`config.mk`:
```
export PLATFORM = sky130hd
export DESIGN_NAME = rx_4b5b_framer
export DESIGN_NICKNAME = d
export VERILOG_FILES = /design/src/rtl/rx_4b5b_framer.sv
export SDC_FILE = /design/constraint.sdc
export NUM_CORES = 1
export LEC_CHECK = 0
export CORE_MARGIN = 5
export CORE_UTILIZATION = 60
export CTS_CLUSTER_DIAMETER = 60
export DETAILED_ROUTE_END_ITERATION = 12
export PLACE_DENSITY = 0.85
export SLEW_MARGIN = 20
export SYNTH_ARGS = -nofsm -noshare
export SYNTH_HDL_FRONTEND = slang
export SYNTH_SLANG_ARGS = --single-unit
```
`constraint.sdc`:
```
create_clock -name i_clk -period 6.91 [get_ports i_clk]
set_input_delay 2.073 -clock i_clk [delete_from_list [all_inputs] [get_ports i_clk]]
set_output_delay 2.073 -clock i_clk [all_outputs]
set_load 0.02 [all_outputs]
```
`src/rtl/rx_4b5b_framer.sv`:
```
// rx_4b5b_framer
//   Receive-side 100BASE-FX PCS framer. Hunts the NRZ bit stream for /J/K/ at any bit offset,
//   then slices aligned 5-bit code groups, decodes 4B/5B data codes and emits bytes (low nibble
//   first) or raw nibbles. Ends a frame on /T/R/ or aborts on invalid codes / idle carrier loss.
//
// Parameters
//   DATA_W     8 = byte assembly, 4 = nibble passthrough
//   IDLE_LOSS  consecutive /I/ groups inside a frame that abort it (1..7)
//   ERR_CNT_W  width of the saturating error counter
//
// Ports
//   i_clk       system clock
//   i_rst       synchronous reset, active-high
//   i_bit_en    bit strobe, i_bit sampled only when high
//   i_bit       NRZ line bit, first bit of a code group is its MSB
//   o_data      decoded byte/nibble, holds between o_valid pulses
//   o_valid     1-clk pulse per output word
//   o_sof       with o_valid on the first word of a frame
//   o_eof       1-clk pulse at frame end (good or abort)
//   o_err       1-clk pulse with o_eof on an abnormal end
//   o_in_frame  high from /J/K/ detect until o_eof
//   o_err_cnt   saturating count of o_err pulses
module rx_4b5b_framer #(
    parameter int unsigned DATA_W    = 8,
    parameter int unsigned IDLE_LOSS = 2,
    parameter int unsigned ERR_CNT_W = 16
) (
    input  logic                 i_clk,
    input  logic                 i_rst,
    input  logic                 i_bit_en,
    input  logic                 i_bit,
    output logic [DATA_W-1:0]    o_data,
    output logic                 o_valid,
    output logic                 o_sof,
    output logic                 o_eof,
    output logic                 o_err,
    output logic                 o_in_frame,
    output logic [ERR_CNT_W-1:0] o_err_cnt
);

    typedef enum logic [1:0] {StHunt, StFrame, StEndR} state_e;

    localparam logic [9:0] JkPattern = 10'b11000_10001;
    localparam logic [4:0] CodeT     = 5'b01101;
    localparam logic [4:0] CodeR     = 5'b00111;
    localparam logic [4:0] CodeI     = 5'b11111;
    localparam logic [2:0] IdleLoss  = 3'(IDLE_LOSS);

    // Returns {hit, nibble}; hit is 0 for any non-data code group.
    function automatic logic [4:0] decode_data(input logic [4:0] code);
        logic [4:0] res;
        res = '0;
        case (code)
            5'b11110: res = {1'b1, 4'h0};
            5'b01001: res = {1'b1, 4'h1};
            5'b10100: res = {1'b1, 4'h2};
            5'b10101: res = {1'b1, 4'h3};
            5'b01010: res = {1'b1, 4'h4};
            5'b01011: res = {1'b1, 4'h5};
            5'b01110: res = {1'b1, 4'h6};
            5'b01111: res = {1'b1, 4'h7};
            5'b10010: res = {1'b1, 4'h8};
            5'b10011: res = {1'b1, 4'h9};
            5'b10110: res = {1'b1, 4'hA};
            5'b10111: res = {1'b1, 4'hB};
            5'b11010: res = {1'b1, 4'hC};
            5'b11011: res = {1'b1, 4'hD};
            5'b11100: res = {1'b1, 4'hE};
            5'b11101: res = {1'b1, 4'hF};
            default:  res = '0;
        endcase
        return res;
    endfunction

    state_e                state_q, state_d;
    // Only the 9 most recent bits need storing: the 10-bit window is {sr_q, i_bit}.
    logic [8:0]            sr_q, sr_d;
    logic [2:0]            bitcnt_q, bitcnt_d;
    logic [2:0]            idle_q, idle_d;
    logic                  half_q, half_d;
    logic [3:0]            nib_lo_q, nib_lo_d;
    logic                  first_q, first_d;
    logic [DATA_W-1:0]     data_q, data_d;
    logic                  valid_q, valid_d;
    logic                  sof_q, sof_d;
    logic                  eof_q, eof_d;
    logic                  err_q, err_d;
    logic                  in_frame_q, in_frame_d;
    logic [ERR_CNT_W-1:0]  err_cnt_q, err_cnt_d;

    logic [9:0]            window;
    logic [4:0]            code;
    logic [4:0]            dec;
    logic                  group_done;
    logic                  abort;

    always_comb begin
        state_d    = state_q;
        sr_d       = sr_q;
        bitcnt_d   = bitcnt_q;
        idle_d     = idle_q;
        half_d     = half_q;
        nib_lo_d   = nib_lo_q;
        first_d    = first_q;
        data_d     = data_q;
        valid_d    = 1'b0;
        sof_d      = 1'b0;
        eof_d      = 1'b0;
        err_d      = 1'b0;
        in_frame_d = in_frame_q;
        err_cnt_d  = err_cnt_q;
        abort      = 1'b0;
        window     = {sr_q, i_bit};
        code       = window[4:0];
        dec        = decode_data(code);
        group_done = (bitcnt_q == 3'd4);

        if (i_bit_en) begin
            sr_d = window[8:0];
            unique case (state_q)
                StHunt: begin
                    if (window == JkPattern) begin
                        state_d    = StFrame;
                        in_frame_d = 1'b1;
                        bitcnt_d   = 3'd0;
                        idle_d     = 3'd0;
                        half_d     = 1'b0;
                        first_d    = 1'b1;
                    end
                end
                StFrame: begin
                    bitcnt_d = group_done ? 3'd0 : bitcnt_q + 3'd1;
                    if (group_done) begin
                        if (dec[4]) begin
                            idle_d = 3'd0;
                            if (DATA_W == 4 || half_q) begin
                                valid_d = 1'b1;
                                sof_d   = first_q;
                                first_d = 1'b0;
                                half_d  = 1'b0;
                                data_d  = (DATA_W == 8) ? DATA_W'({dec[3:0], nib_lo_q})
                                                        : DATA_W'(dec[3:0]);
                            end else begin
                                nib_lo_d = dec[3:0];
                                half_d   = 1'b1;
                            end
                        end else if (code == CodeT) begin
                            state_d = StEndR;
                            idle_d  = 3'd0;
                        end else if (code == CodeI) begin
                            idle_d = idle_q + 3'd1;
                            if (idle_q + 3'd1 == IdleLoss) begin
                                abort = 1'b1;
                            end
                        end else begin
                            abort = 1'b1;
                        end
                    end
                end
                StEndR: begin
                    bitcnt_d = group_done ? 3'd0 : bitcnt_q + 3'd1;
                    if (group_done) begin
                        if (code == CodeR) begin
                            state_d    = StHunt;
                            in_frame_d = 1'b0;
                            eof_d      = 1'b1;
                            // A dangling low nibble means the frame was cut short.
                            err_d      = half_q;
                            half_d     = 1'b0;
                        end else begin
                            abort = 1'b1;
                        end
                    end
                end
                default: state_d = StHunt;
            endcase

            if (abort) begin
                state_d    = StHunt;
                in_frame_d = 1'b0;
                eof_d      = 1'b1;
                err_d      = 1'b1;
                half_d     = 1'b0;
            end
        end

        if (err_d && (err_cnt_q != '1)) begin
            err_cnt_d = err_cnt_q + ERR_CNT_W'(1);
        end
    end

    always_ff @(posedge i_clk) begin
        if (i_rst) begin
            state_q    <= StHunt;
            sr_q       <= '1;
            bitcnt_q   <= '0;
            idle_q     <= '0;
            half_q     <= 1'b0;
            nib_lo_q   <= '0;
            first_q    <= 1'b0;
            data_q     <= '0;
            valid_q    <= 1'b0;
            sof_q      <= 1'b0;
            eof_q      <= 1'b0;
            err_q      <= 1'b0;
            in_frame_q <= 1'b0;
            err_cnt_q  <= '0;
        end else begin
            state_q    <= state_d;
            sr_q       <= sr_d;
            bitcnt_q   <= bitcnt_d;
            idle_q     <= idle_d;
            half_q     <= half_d;
            nib_lo_q   <= nib_lo_d;
            first_q    <= first_d;
            data_q     <= data_d;
            valid_q    <= valid_d;
            sof_q      <= sof_d;
            eof_q      <= eof_d;
            err_q      <= err_d;
            in_frame_q <= in_frame_d;
            err_cnt_q  <= err_cnt_d;
        end
    end

    assign o_data     = data_q;
    assign o_valid    = valid_q;
    assign o_sof      = sof_q;
    assign o_eof      = eof_q;
    assign o_err      = err_q;
    assign o_in_frame = in_frame_q;
    assign o_err_cnt  = err_cnt_q;

endmodule

```
; ---- Yosys cells after proc, flatten, opt, wreduce, memory -nomap -nowiden
; Memories as Yosys holds them, arrays and structs flattened.
; Index checks and enable logic that the tools add are counted.
[totals]
regBits = 52
latch_bits = 0
ram_bits = 0
romBits = 160
in_bits = 4
out_inout_bits = 29
wordCells = 112
mem_count = 1
[mem_list]
columns = name, words, width, rd, rd_clocked_by_memory_dff, wr, line_no
row1 = (no name shown), 32, 5, 1, 0, 0, 53  ; case (code)
[op_classes]
n_addsub = 3
n_mul = 0
div_mod_pow = 0
n_lt_le_gt_ge = 0
eq_ne = 21
shift = 0
n_mux = 50
bitwise = 5
n_reduce_logical = 18
[op_table]
columns = operator, n
row1 = $mux W1, 30
row2 = $ne A3 B3 Y1 const B, 7
row3 = $reduce_and A5 Y1, 4
row4 = $mux W3, 6
row5 = $add A16 B1 Y16 const B, 1
row6 = $ne A16 B16 Y1 const B, 1
row7 = $mux W2, 7
row8 = $reduce_and A7 Y1, 2
row9 = $pmux W3 S2, 2
row10 = $eq A10 B10 Y1 const B, 1
row11 = $ne A2 B2 Y1 const B, 4
row12 = $add A3 B1 Y3 const B, 2
row13 = $pmux W1 S2, 3
row14 = $pmux W2 S3, 1
row15 = $reduce_and A6 Y1, 1
row16 = $reduce_or A6 Y1, 1
row17 = $eq A5 B3 Y1 const B, 1
row18 = $eq A5 B4 Y1 const B, 1
row19 = $eq A5 B5 Y1 const B, 1
row20 = $not A1 Y1, 5
row21 = $reduce_or A5 Y1, 1
row22 = $ne A4 B4 Y1 const B, 1
row23 = $reduce_bool A2 Y1, 2
row24 = $reduce_bool A4 Y1, 1
row25 = other kinds (10), 11

; ---- Longest topological paths before layout
[depth]
ltp_word = 12
mapped_depth = 11
ltp_nobuf = 8

; ---- Least setup slack after synthesis
; No wires, ideal clock.
[synth_timing]
path_type = in2reg
from = in i_bit
to = reg err_cnt_q[7], in the netlist o_err_cnt[7]
setup_time_ps = 115
t_arrival_ps = 3636
required_time_ps = 6795
setup_slack_ps = 3159
stages = 7
path_buffers = 1
cell_sequence = nor4bb_2 and3_2 mux2i_1 o211ai_4 buf_6 o31a_1 o21a_1
[synth_between]
elab_chain_len = 10
elab_cells_between_ends = 18
classes_between = 3 x eq/ne / 13 x mux / 1 x reduce/logical / 1 x memory
[synth_rtl]
columns = element, line_no
row1 = start: declaration, 31  ; input logic i_bit,
row2 = branches (longest 7 deep; another with $mem_v2 Z32 W5), n/a
row3 = $mux W1 (*), 178  ; if (abort) begin
row4 = $mux W1 (*), 118  ; if (i_bit_en) begin
row5 = $logic_and A1 B1 Y1 (*), 187  ; if (err_d && (err_cnt_q != '1)) begin
row6 = end signal: assignment, 222  ; err_cnt_q <= err_cnt_d;
row7 = end: declaration, 89  ; logic [ERR_CNT_W-1:0] err_cnt_q, err_cnt_d;
; Every way passes the cells marked *. The select of a mux whose other input is x is not followed.
; A chain may end at the register's enable or synchronous reset.

; ---- Worst setup path in the final report
[layout_timing]
from = in i_bit
to = reg err_cnt_q[5], in the netlist o_err_cnt[5]
; The elaborated chain is that of the path after synthesis.

==> results.json <==
{
  "finalSetupTns_ps": 0,
  "period_share": 0.6413,
  "synth_cell_types": 61,
  "cts.sinks": 52,
  "ios": 33,
  "grt_max_degree": 38,
  "synth_nets": 334,
  "worst_clock_skew_ps": 8.326,
  "hpwl_microns": 4181,
  "path_class": "primary input to flip-flop",
  "hp-class": "flip-flop to flip-flop",
  "ys_ff_latch": 52,
  "outcome": "completed",
  "synth_area_sq_um": 2806,
  "finalSetupViolCount": 0,
  "seq_area_frac_synth": 0.3709,
  "crit_fanout": 24,
  "cts_setup_buffers": 0,
  "drv_slew": 0,
  "vias": 2365,
  "drc": 0,
  "pre_cts_ws_ps": 2189,
  "nFillCells": 334,
  "worstPathRequired_ps": 7150,
  "power_leakage_nw": 1.157,
  "fin_hold_ws_ps": 486.8,
  "die_width_microns": 78.39,
  "cp-end-kind": "flip-flop",
  "tightestPinTransition_ps": 681.4,
  "syn_to_final_growth_pct": 14.58,
  "rows": 24,
  "rsz0062_at_grt": "no",
  "cts-root-buf": "clkbuf_8",
  "yosysWarningCount": 0,
  "cellPowerDensity_nw_per_um2": 170.7,
  "synth_cells": 317,
  "htreeDepth": 2,
  "insertedDiodeCount": 0,
  "die_area_sq_um": 6145,
  "finalWorstSetupSlack_ps": 2478,
  "postCtsHoldBufs": 0,
  "synthArstFlopShare": 0,
  "hp-start": "sr_q[8]",
  "nets": 357,
  "antenna_found_initial": 0,
  "synth_edf_count": 0,
  "die_h_microns": 78.39,
  "yosys_most_used_dff": "dfxtp_1",
  "drtIter0Drc": 263,
  "routabilityCongestion": 0.8484,
  "cts_tree": "yes",
  "syn_avg_cell_area_sq_um": 8.853,
  "hold_violations": 0,
  "drive_gt1_frac": 0.07331,
  "wirelength_microns": 5999,
  "grt_pass1_vias": 2291,
  "grt.total_usage": 0.2123,
  "max_freq_mhz": 225.7,
  "clockBufferDepth": 2,
  "crit_path_start": "i_bit",
  "min_period_ps": 4432,
  "core-area_sq_um": 4444,
  "drv_cap": 0,
  "irDropWorstVdd_v": 0.0001266,
  "firstDrtPassIters": 4,
  "grt_pass1_wl_microns": 10670,
  "start_util": 0.6315,
  "cp.arrival_ps": 4670,
  "power_w": 0.0005490,
  "cp-start-kind": "primary input",
  "utilization": 0.7235,
  "ctsResizeCount": 0,
  "clk_pin_slew_worst_paths_ps": 100,
  "clk_latency_ps": 300,
  "ant_nets": 0,
  "grt_overflow": 0,
  "viasPerCell": 6.018,
  "slew_headroom": 0.5443,
  "port_buffers": 32,
  "timing.rr.start": "sr_q[0]",
  "cts_buffers": 5,
  "routedWlPerCell_microns": 15.26
}
metal layers:
metal,GRT usage,share of wire,up-vias
met4,0.06643,0.012,0
met3,0.04805,0.045,8
met5,0,0,-
li1,-,-,1176
met1,0.2721,0.46,1117
met2,0.3562,0.49,64
kinds of logic (layout without fill, tap and decap cells):
group | after synthesis | count (layout) | synth area share
buffers and inverters | 33 | 57 | 0.05885
multiplexers | 26 | 26 | 0.09318
XOR/XNOR | 4 | 4 | 0.01249
AND/OR/NAND/NOR | 118 | 118 | 0.2354
AO/OA/AOI/OAI | 71 | 71 | 0.1712
adder cells (fa/ha/maj) | 13 | 13 | 0.05796
flip-flops | 52 | 52 | 0.3709
sequential cells by signal, indices dropped and copies added, names as in the netlist:
register / count
o_err_cnt: 16
sr_q: 9
o_data: 8
nib_lo_q: 4
bitcnt_q: 3
idle_q: 3
state_q: 2
first_q: 1
half_q: 1
o_eof: 1
o_err: 1
o_in_frame: 1
o_sof: 1
o_valid: 1
worst max-delay path, stage by stage:
cell	delay [ps]
clkdlybuf4s50_1	580
nor4bb_2	320
and3_2	280
mux2i_1	410
o211ai_4	290
or4_1	530
a21oi_1	170
metrics by stage:
| stage | std cells | area, sq um |
|---|---|---|
| after floorplan | 317 | 2806 |
| after global placement | 385 | 3094 |
| after detailed placement | 385 | 3094 |
| after CTS | 393 | 3216 |
| after global routing | 393 | 3216 |
| final | 393 | 3216 |
Yosys cell counts (2+ instances only):
library cell | instances | area share
and3_1 | 3 | 0.0067
nor4b_2 | 2 | 0.011
nand4_1 | 4 | 0.0089
o21a_1 | 2 | 0.0053
a21oi_1 | 23 | 0.041
inv_1 | 16 | 0.021
ha_1 | 13 | 0.058
or2_2 | 2 | 0.0045
a211oi_1 | 2 | 0.0053
o31ai_1 | 3 | 0.0080
o21ai_1 | 9 | 0.016
o31a_1 | 2 | 0.0062
and4_1 | 2 | 0.0062
or3_1 | 11 | 0.025
or3b_1 | 2 | 0.0062
nor2_1 | 27 | 0.036
or4_1 | 2 | 0.0053
nand3_1 | 8 | 0.014
o211ai_1 | 2 | 0.0053
xnor2_1 | 2 | 0.0062
clkbuf_1 | 8 | 0.011
a21o_1 | 2 | 0.0053
nand2_1 | 29 | 0.039
nor2b_1 | 5 | 0.011
and3b_1 | 2 | 0.0062
nor3_1 | 3 | 0.0053
buf_6 | 5 | 0.020
a32oi_1 | 2 | 0.0062
buf_2 | 3 | 0.0053
o21ai_0 | 10 | 0.018
nor4_1 | 2 | 0.0045
and2_1 | 4 | 0.0089
xor2_1 | 2 | 0.0062
dfxtp_1 | 52 | 0.37
mux2i_1 | 25 | 0.089
layout make-up:
class	count	area (sq um)	area share
Timing Repair Buffer	33	327.8	0.1019
Clock inverter	2	38.79	0.01206
Clock buffer	6	82.58	0.02568
Sequential cell	52	1041	0.3237
Multi-Input combinational cell	232	1600	0.4977
Tap cell	52	65.06	0.02023
Inverter	16	60.06	0.01868
cell usage in the layout (no fill, tap or decap), drive strengths merged, types with 2 or more instances in the layout:
master,n
a211oi,2
a21o,2
a21oi,23
a32oi,2
and2,4
and3,4
and3b,2
and4,2
clkbuf,6
clkdlybuf4s50,32
dfxtp,52
ha,13
inv,16
mux2i,25
nand2,29
nand3,8
nand4,4
nor2,28
nor2b,5
nor3,3
nor3b,2
nor4,2
nor4b,3
o211ai,4
o21a,2
o21ai,19
o31a,2
o31ai,3
or2,3
or3,11
or3b,2
or4,2
xnor2,2
xor2,2
report_power, final:
group	total, W	leakage (nW)	switching [W]	internal (W)
logic	0.0000277	0.676	0.0000167	0.0000109
clock network	0.000217	0.0614	0.0000983	0.000118
registers	0.000305	0.420	0.00000399	0.000301
total	0.000549	1.16	0.000119	0.000430
path summary, 6_finish.rpt:
kind                                      to  slack [ps]  depth (start not counted)
worst max-delay path            o_err_cnt[5]        2480                          7
worst min-delay path                 sr_q[8]         490                          2
worst max register to register  o_err_cnt[5]        4150                          6
worst min register to register       sr_q[8]         490                          2
No activity file was read; power rests on OpenSTA's default activity.
